$ cat src/rtl/l1_bus_arbiter.sv
// l1_bus_arbiter
//   Shares one memory-bus port between the instruction cache (client 0) and
//   the data cache (client 1). One transaction is outstanding at a time. The
//   winner is chosen round-robin in IDLE. The owner's request channel is then
//   passed straight through to the bus. For reads, the bus response beats are
//   routed back to the owner until NUM_BEATS beats have been accepted.
//
// Ports
//   clk, reset      clock, synchronous active-high reset
//   cli_reqcyc[1:0] per-client request valid
//   cli_req         per-client address/write data, client i at [i*W +: W]
//   cli_reqtag      per-client request tag (MSB = 1 marks a write)
//   cli_reqack[1:0] per-client request accept
//   cli_respcyc     per-client response valid
//   cli_resp        shared response data
//   cli_resptag     shared response tag
//   cli_respack     per-client response accept
//   bus_req*        request channel towards the memory bus
//   bus_resp*       response channel from the memory bus
module l1_bus_arbiter #(
    parameter int BUS_DATA_WIDTH = 64,
    parameter int BUS_TAG_WIDTH  = 13,
    parameter int NUM_BEATS      = 8
) (
    input  logic                          clk,
    input  logic                          reset,
    input  logic [1:0]                    cli_reqcyc,
    input  logic [2*BUS_DATA_WIDTH-1:0]   cli_req,
    input  logic [2*BUS_TAG_WIDTH-1:0]    cli_reqtag,
    output logic [1:0]                    cli_reqack,
    output logic [1:0]                    cli_respcyc,
    output logic [BUS_DATA_WIDTH-1:0]     cli_resp,
    output logic [BUS_TAG_WIDTH-1:0]      cli_resptag,
    input  logic [1:0]                    cli_respack,
    output logic                          bus_reqcyc,
    output logic [BUS_DATA_WIDTH-1:0]     bus_req,
    output logic [BUS_TAG_WIDTH-1:0]      bus_reqtag,
    input  logic                          bus_reqack,
    input  logic                          bus_respcyc,
    input  logic [BUS_DATA_WIDTH-1:0]     bus_resp,
    input  logic [BUS_TAG_WIDTH-1:0]      bus_resptag,
    output logic                          bus_respack
);

    localparam int CNT_W = $clog2(NUM_BEATS) + 1;
    localparam logic [CNT_W-1:0] LAST_BEAT = CNT_W'(NUM_BEATS - 1);

    typedef enum logic [1:0] {
        ST_IDLE  = 2'd0,
        ST_ADDR  = 2'd1,
        ST_WDATA = 2'd2,
        ST_RDATA = 2'd3
    } state_t;

    state_t             state_q, state_d;
    logic               owner_q, owner_d;
    logic               last_grant_q, last_grant_d;
    logic [CNT_W-1:0]   cnt_q, cnt_d;

    // Owner's request channel, selected by the registered owner.
    logic                       own_cyc;
    logic [BUS_DATA_WIDTH-1:0]  own_req;
    logic [BUS_TAG_WIDTH-1:0]   own_tag;
    logic                       own_respack;
    logic                       winner;

    always_comb begin
        own_cyc     = owner_q ? cli_reqcyc[1] : cli_reqcyc[0];
        own_req     = owner_q ? cli_req[2*BUS_DATA_WIDTH-1:BUS_DATA_WIDTH]
                              : cli_req[BUS_DATA_WIDTH-1:0];
        own_tag     = owner_q ? cli_reqtag[2*BUS_TAG_WIDTH-1:BUS_TAG_WIDTH]
                              : cli_reqtag[BUS_TAG_WIDTH-1:0];
        own_respack = owner_q ? cli_respack[1] : cli_respack[0];

        // Sole requester wins; on a tie the client that did not win last time.
        winner = (cli_reqcyc == 2'b11) ? ~last_grant_q : cli_reqcyc[1];
    end

    always_comb begin
        state_d      = state_q;
        owner_d      = owner_q;
        last_grant_d = last_grant_q;
        cnt_d        = cnt_q;

        cli_reqack   = 2'b00;
        cli_respcyc  = 2'b00;
        cli_resp     = '0;
        cli_resptag  = '0;
        bus_reqcyc   = 1'b0;
        bus_req      = '0;
        bus_reqtag   = '0;
        bus_respack  = 1'b0;

        case (state_q)
            ST_IDLE: begin
                if (|cli_reqcyc) begin
                    owner_d      = winner;
                    last_grant_d = winner;
                    state_d      = ST_ADDR;
                end
            end

            ST_ADDR: begin
                bus_reqcyc          = own_cyc;
                bus_req             = own_req;
                bus_reqtag          = own_tag;
                cli_reqack[owner_q] = bus_reqack;
                if (own_cyc && bus_reqack) begin
                    state_d = own_tag[BUS_TAG_WIDTH-1] ? ST_WDATA : ST_RDATA;
                    cnt_d   = '0;
                end else if (!own_cyc) begin
                    // Owner withdrew before the bus took the address.
                    state_d = ST_IDLE;
                end
            end

            ST_WDATA: begin
                bus_reqcyc          = own_cyc;
                bus_req             = own_req;
                bus_reqtag          = own_tag;
                cli_reqack[owner_q] = bus_reqack;
                if (own_cyc && bus_reqack) begin
                    cnt_d = cnt_q + 1'b1;
                    if (cnt_q == LAST_BEAT) begin
                        state_d = ST_IDLE;
                    end
                end
            end

            ST_RDATA: begin
                cli_respcyc[owner_q] = bus_respcyc;
                cli_resp             = bus_resp;
                cli_resptag          = bus_resptag;
                bus_respack          = own_respack;
                if (bus_respcyc && own_respack) begin
                    cnt_d = cnt_q + 1'b1;
                    if (cnt_q == LAST_BEAT) begin
                        state_d = ST_IDLE;
                    end
                end
            end

            default: begin
                state_d = ST_IDLE;
            end
        endcase

        // Nothing is forwarded on a reset cycle, whatever state we were in.
        if (reset) begin
            cli_reqack  = 2'b00;
            cli_respcyc = 2'b00;
            cli_resp    = '0;
            cli_resptag = '0;
            bus_reqcyc  = 1'b0;
            bus_req     = '0;
            bus_reqtag  = '0;
            bus_respack = 1'b0;
        end
    end

    // last_grant resets to 1 so client 0 wins the first tie.
    always_ff @(posedge clk) begin
        if (reset) begin
            state_q      <= ST_IDLE;
            owner_q      <= 1'b0;
            last_grant_q <= 1'b1;
            cnt_q        <= '0;
        end else begin
            state_q      <= state_d;
            owner_q      <= owner_d;
            last_grant_q <= last_grant_d;
            cnt_q        <= cnt_d;
        end
    end

endmodule

$ cat config.mk
export PLATFORM = sky130hd
export DESIGN_NAME = l1_bus_arbiter
export DESIGN_NICKNAME = d
export VERILOG_FILES = /design/src/rtl/l1_bus_arbiter.sv
export SDC_FILE = /design/constraint.sdc
export NUM_CORES = 1
export LEC_CHECK = 0
export CAP_MARGIN = 10
export CORE_AREA = 2 2 156 158
export DETAILED_ROUTE_END_ITERATION = 12
export DIE_AREA = 0 0 158 160
export GPL_TIMING_DRIVEN = 1
export HOLD_SLACK_MARGIN = 0.02
export PLACE_DENSITY = 0.41
export SETUP_SLACK_MARGIN = 0.4
export SLEW_MARGIN = 20
export SYNTH_ARGS = -nofsm -noshare
export SYNTH_HDL_FRONTEND = slang
export SYNTH_SLANG_ARGS = --single-unit
$ cat constraint.sdc
create_clock -name clk -period 2.1 [get_ports clk]
set_input_delay 0.315 -clock clk [delete_from_list [all_inputs] [get_ports clk]]
set_output_delay 0.315 -clock clk [all_outputs]
set_load 0.01 [all_outputs]
# Word level (Yosys, flattened, before mapping)
# Index checks and enable logic that the tools add are counted.
# W data, S select, Z words.
# totals
reg_bits	8
elab_cells	65
# classes
add_sub_neg	1
magnitude_cmp	2
n_eq_ne	10
mux	35
n_bitwise	3
n_reduce_logical	10
# op_table
op	n
$mux W64	5
$mux W13	5
$mux W2	10
$mux W4	3
$pmux W4 S3	1
$mux W1	9
$ne A2 B2 Y1 const B	4
$pmux W2 S4	1
$reduce_and A4 Y1	2
$eq A2 B2 Y1 const B	3
$add A4 B1 Y4 const B	1
$and A2 B2 Y2	2
$eq A4 B3 Y1 const B	1
$reduce_or A2 Y1	2
$logic_and A1 B1 Y1	3
$ne A3 B3 Y1 const B	1
$reduce_bool A3 Y1	1
$eq A2 B1 Y1 const B	1
$logic_not A2 Y1	1
$lt A1 B2 Y1 const B	1
$reduce_and A2 Y1	1
$demux W1 S1	1
$ge A1 B1 Y1 const B	1
$not A1 Y1	1

# Logic depth before layout (Yosys ltp)
# logic_depth
ltp_word	7
ltp_mapped	6

# Worst setup path before layout
# No wires, ideal clock.
# synth_timing
path_kind	register to output
start	reg state_q[0]
end	out cli_resp[43]
t_arrival_ps	1488
path_slack_ps	297
path_stages_with_launch	6
n_path_buf	2
cell_sequence	dfxtp_1 -> ha_1 -> nor2b_1 -> clkbuf_1 -> clkbuf_1 -> and2_1
# synth_via
elab_chain_cells	3
# synth_rtl
item	line	text
start: declaration	55	state_t state_q, state_d;
start signal: assignment	169	state_q <= state_d;
$eq A2 B2 Y1	94	case (state_q)
$mux W64	94	
$mux W64	149	if (reset) begin
end: declaration	32	output logic [BUS_DATA_WIDTH-1:0] cli_resp,
# No other way between the ends.

# Worst setup path in the final report
# layout_timing
start	reg state_q[0]
end	out cli_resp[26]
# Same word-level chain as after synthesis.

==> results.json <==
{
  "ff2ff_path_depth": 8,
  "drtIter0Drc": 73,
  "sw_frac_of_total_pct": 33.0,
  "critical_path_buf_inv_count": 4,
  "synth-async-reset-ratio_pct": 0,
  "dp_hpwl_mm": 13.1,
  "crit_chain": "ha_4, nor2b_4, buf_6, buf_16, clkbuf_16, and2_4, buf_6",
  "die_w_microns": 158,
  "holdCritPathClass": "reg2reg",
  "seqPwrFrac_pct": 9.3,
  "drv_slew": 0,
  "dp_slack_ps": -300,
  "required_ps": 1780,
  "switching_power_mw": 0.619,
  "yosysWarnings": 0,
  "gr-usage-all-layers_pct": 11.4,
  "crit_path_max_fanout": 5,
  "syn_inst": 331,
  "cts_buffers": 3,
  "ctsHtreeMaxLevel": 1,
  "floorplan.initialDensity_pct": 9.51,
  "drt-wirelength-per-cell_microns": 15.3,
  "intPower_mw": 1.26,
  "clockBufferDepth": 2,
  "synth_nets": 577,
  "die_y_microns": 160,
  "critPathTopFamily": "buffers and inverters",
  "synth-seq-cells": 8,
  "yosysUniqueCellTypes": 32,
  "cts_sinks": 8,
  "slowest_stage": "dfxtp_4",
  "end_kind": "primary output",
  "hold_viol_final": 0,
  "dp_cells": 1063,
  "clk_latency_ps": 230,
  "p_comb_share_pct": 73.1,
  "fmax_mhz": 528,
  "drt_wl_total_mm": 16.8,
  "skew_ps": 1.64,
  "grt_max_degree": 26,
  "layout_commonest_cell": "clkdlybuf4s50_1",
  "layout_common_cells": "237 x clkdlybuf4s50_1, 74 x buf_6, 72 x mux2i_1",
  "grt_overflow_total": 0,
  "vias": 4065,
  "gp_congestion": 0.749,
  "critPathArrivalTime_ps": 1580,
  "vdd_drop_max_mv": 0.189,
  "io_pins": 399,
  "min_period_ps": 1890,
  "worstMarginPinSlew_ps": 390,
  "ys_seq_area_share_pct": 7.07,
  "critPathKind": "reg2out",
  "setup_violations": 0,
  "crit_top_cell": "buf_6",
  "die_area_sq_um": 25300,
  "grt_pass1_vias": 4221,
  "leakagePower_nw": 3.27,
  "port_buffers": 398,
  "syn_avg_cell_area_sq_um": 6.85,
  "fin_setup_tns_ps": 0,
  "path_depth": 7,
  "rows": 57,
  "syn_to_final_growth_pct": 236,
  "final_nets": 1020,
  "clkPwrFrac_pct": 17.7,
  "synth_area_sq_um": 2270,
  "synth_edf_count": 0,
  "ant_nets": 0,
  "maxSlewHeadroom_pct": 73.5,
  "clkSlewWorstSetupHoldPaths_ps": 40,
  "vias_per_cell": 3.70,
  "layout-drive-gt1-share_pct": 44.8,
  "antenna_found_initial": 2,
  "cts_tree": "built",
  "powerDensity_nw_per_um2": 246,
  "route.detailed.drc": 0,
  "slowest_delay_ps": 350,
  "status": "finished clean",
  "fp.coreArea_sq_um": 23800,
  "ys.flop_type": "dfxtp_1",
  "fin_crit_sh_pct": 90.2,
  "finalPower_mw": 1.88,
  "rsz0062_at_grt": "yes",
  "cts-root-buf": "clkbuf_16",
  "hold_depth": 1,
  "timing.final.ws_setup_ps": 206,
  "drt_pass1_iterations": 4,
  "start_kind": "flop",
  "grt_pass1_wl_mm": 22.5,
  "drv_cap": 0,
  "layout.cells.non_filler": 1098
}
-- power groups by stage --
stage / Sequential [mW] / Combinational [mW] / Clock (mW)
after floorplan: 0.170 / 0.423 / 0
after global placement: 0.181 / 1.24 / 0
after detailed placement: 0.181 / 1.25 / 0
after CTS: 0.172 / 1.23 / 0.337
after global routing: 0.175 / 1.47 / 0.352
final: 0.174 / 1.37 / 0.331
-- path summary, 6_finish.rpt --
| path | from | endpoint | slack [ps] |
|---|---|---|---|
| max | state_q[0] | cli_resp[26] | 210 |
| min | last_grant_q | last_grant_q | 490 |
| max reg2reg | state_q[0] | cnt_q[3] | 360 |
| min reg2reg | last_grant_q | last_grant_q | 490 |
-- layer usage --
layer | GRT usage (%) | up-vias | part of all wire [%]
li1 | - | 1993 | -
met1 | 11.1 | 1809 | 33
met2 | 23.2 | 250 | 55
met3 | 3.12 | 11 | 11
met4 | 2.91 | 2 | 1.2
met5 | 0 | - | 0.078
-- synthesized netlist by cell type (3+ instances only) --
| library cell | number | area (sq um) |
|---|---|---|
| ha_1 | 7 | 87.6 |
| mux2i_1 | 80 | 801 |
| dfxtp_1 | 8 | 160 |
| inv_1 | 6 | 22.5 |
| nor2b_1 | 3 | 18.8 |
| buf_2 | 9 | 45.0 |
| clkbuf_1 | 16 | 60.1 |
| nor2_1 | 82 | 308 |
| a21oi_1 | 5 | 25.0 |
| nand2_1 | 5 | 18.8 |
| and2_1 | 77 | 482 |
| o21ai_0 | 3 | 15.0 |
| nor3_1 | 5 | 25.0 |
-- sequential cells by signal (all words and copies together), names as in the netlist --
| register | count |
|---|---|
| state_q | 2 |
| last_grant_q | 1 |
| cnt_q | 4 |
| owner_q | 1 |
-- cell families (layout without fill, tap and decap cells) --
group	count (synthesis)	count (layout)	synth area share (%)
other	0	1	0
AO/OA/AOI/OAI	20	20	6.57
AND/OR/NAND/NOR	181	181	40.5
adder cells (fa/ha/maj)	7	7	3.87
flip-flops	8	8	7.07
buffers and inverters	34	476	6.13
multiplexers	81	81	35.8
-- worst register-to-register path, delay by kind of cell, from the launching register on --
kind,cells,cell delay [ps]
compound gates,3,520
flops,1,360
buf+inv,3,350
simple gates,1,190
fa+ha+maj,1,180
-- layout make-up --
cell class	count	area, sq um
inverters	8	30.0
fillers	2571	16200
diodes	1	2.50
repair buffers	464	4500
flip-flops and latches	8	171
clock buffers	4	78.8
multi-input cells	289	2430
well taps	324	405
-- metrics by stage --
step | hold WS [ps] | area, sq um | util [%]
2_1_floorplan | 433 | 2270 | -
3_3_place_gp | 451 | 6920 | 29.0
3_5_place_dp | 482 | 6920 | 29.0
4_1_cts | 492 | 6980 | 29.3
5_1_grt | 507 | 7620 | 32.0
6_report | 492 | 7620 | 32.0
-- timing repair --
action                                 4_1_cts  5_1_grt
setup endpoints to repair                  164      166
resized for setup                          604      238
hold buffers                                 0        0
cloned                                       7        5
buffers inserted                            10        8
endpoints found under the hold margin        0        0
pin swaps                                   28       39
Power figures use the tool's default switching activity.
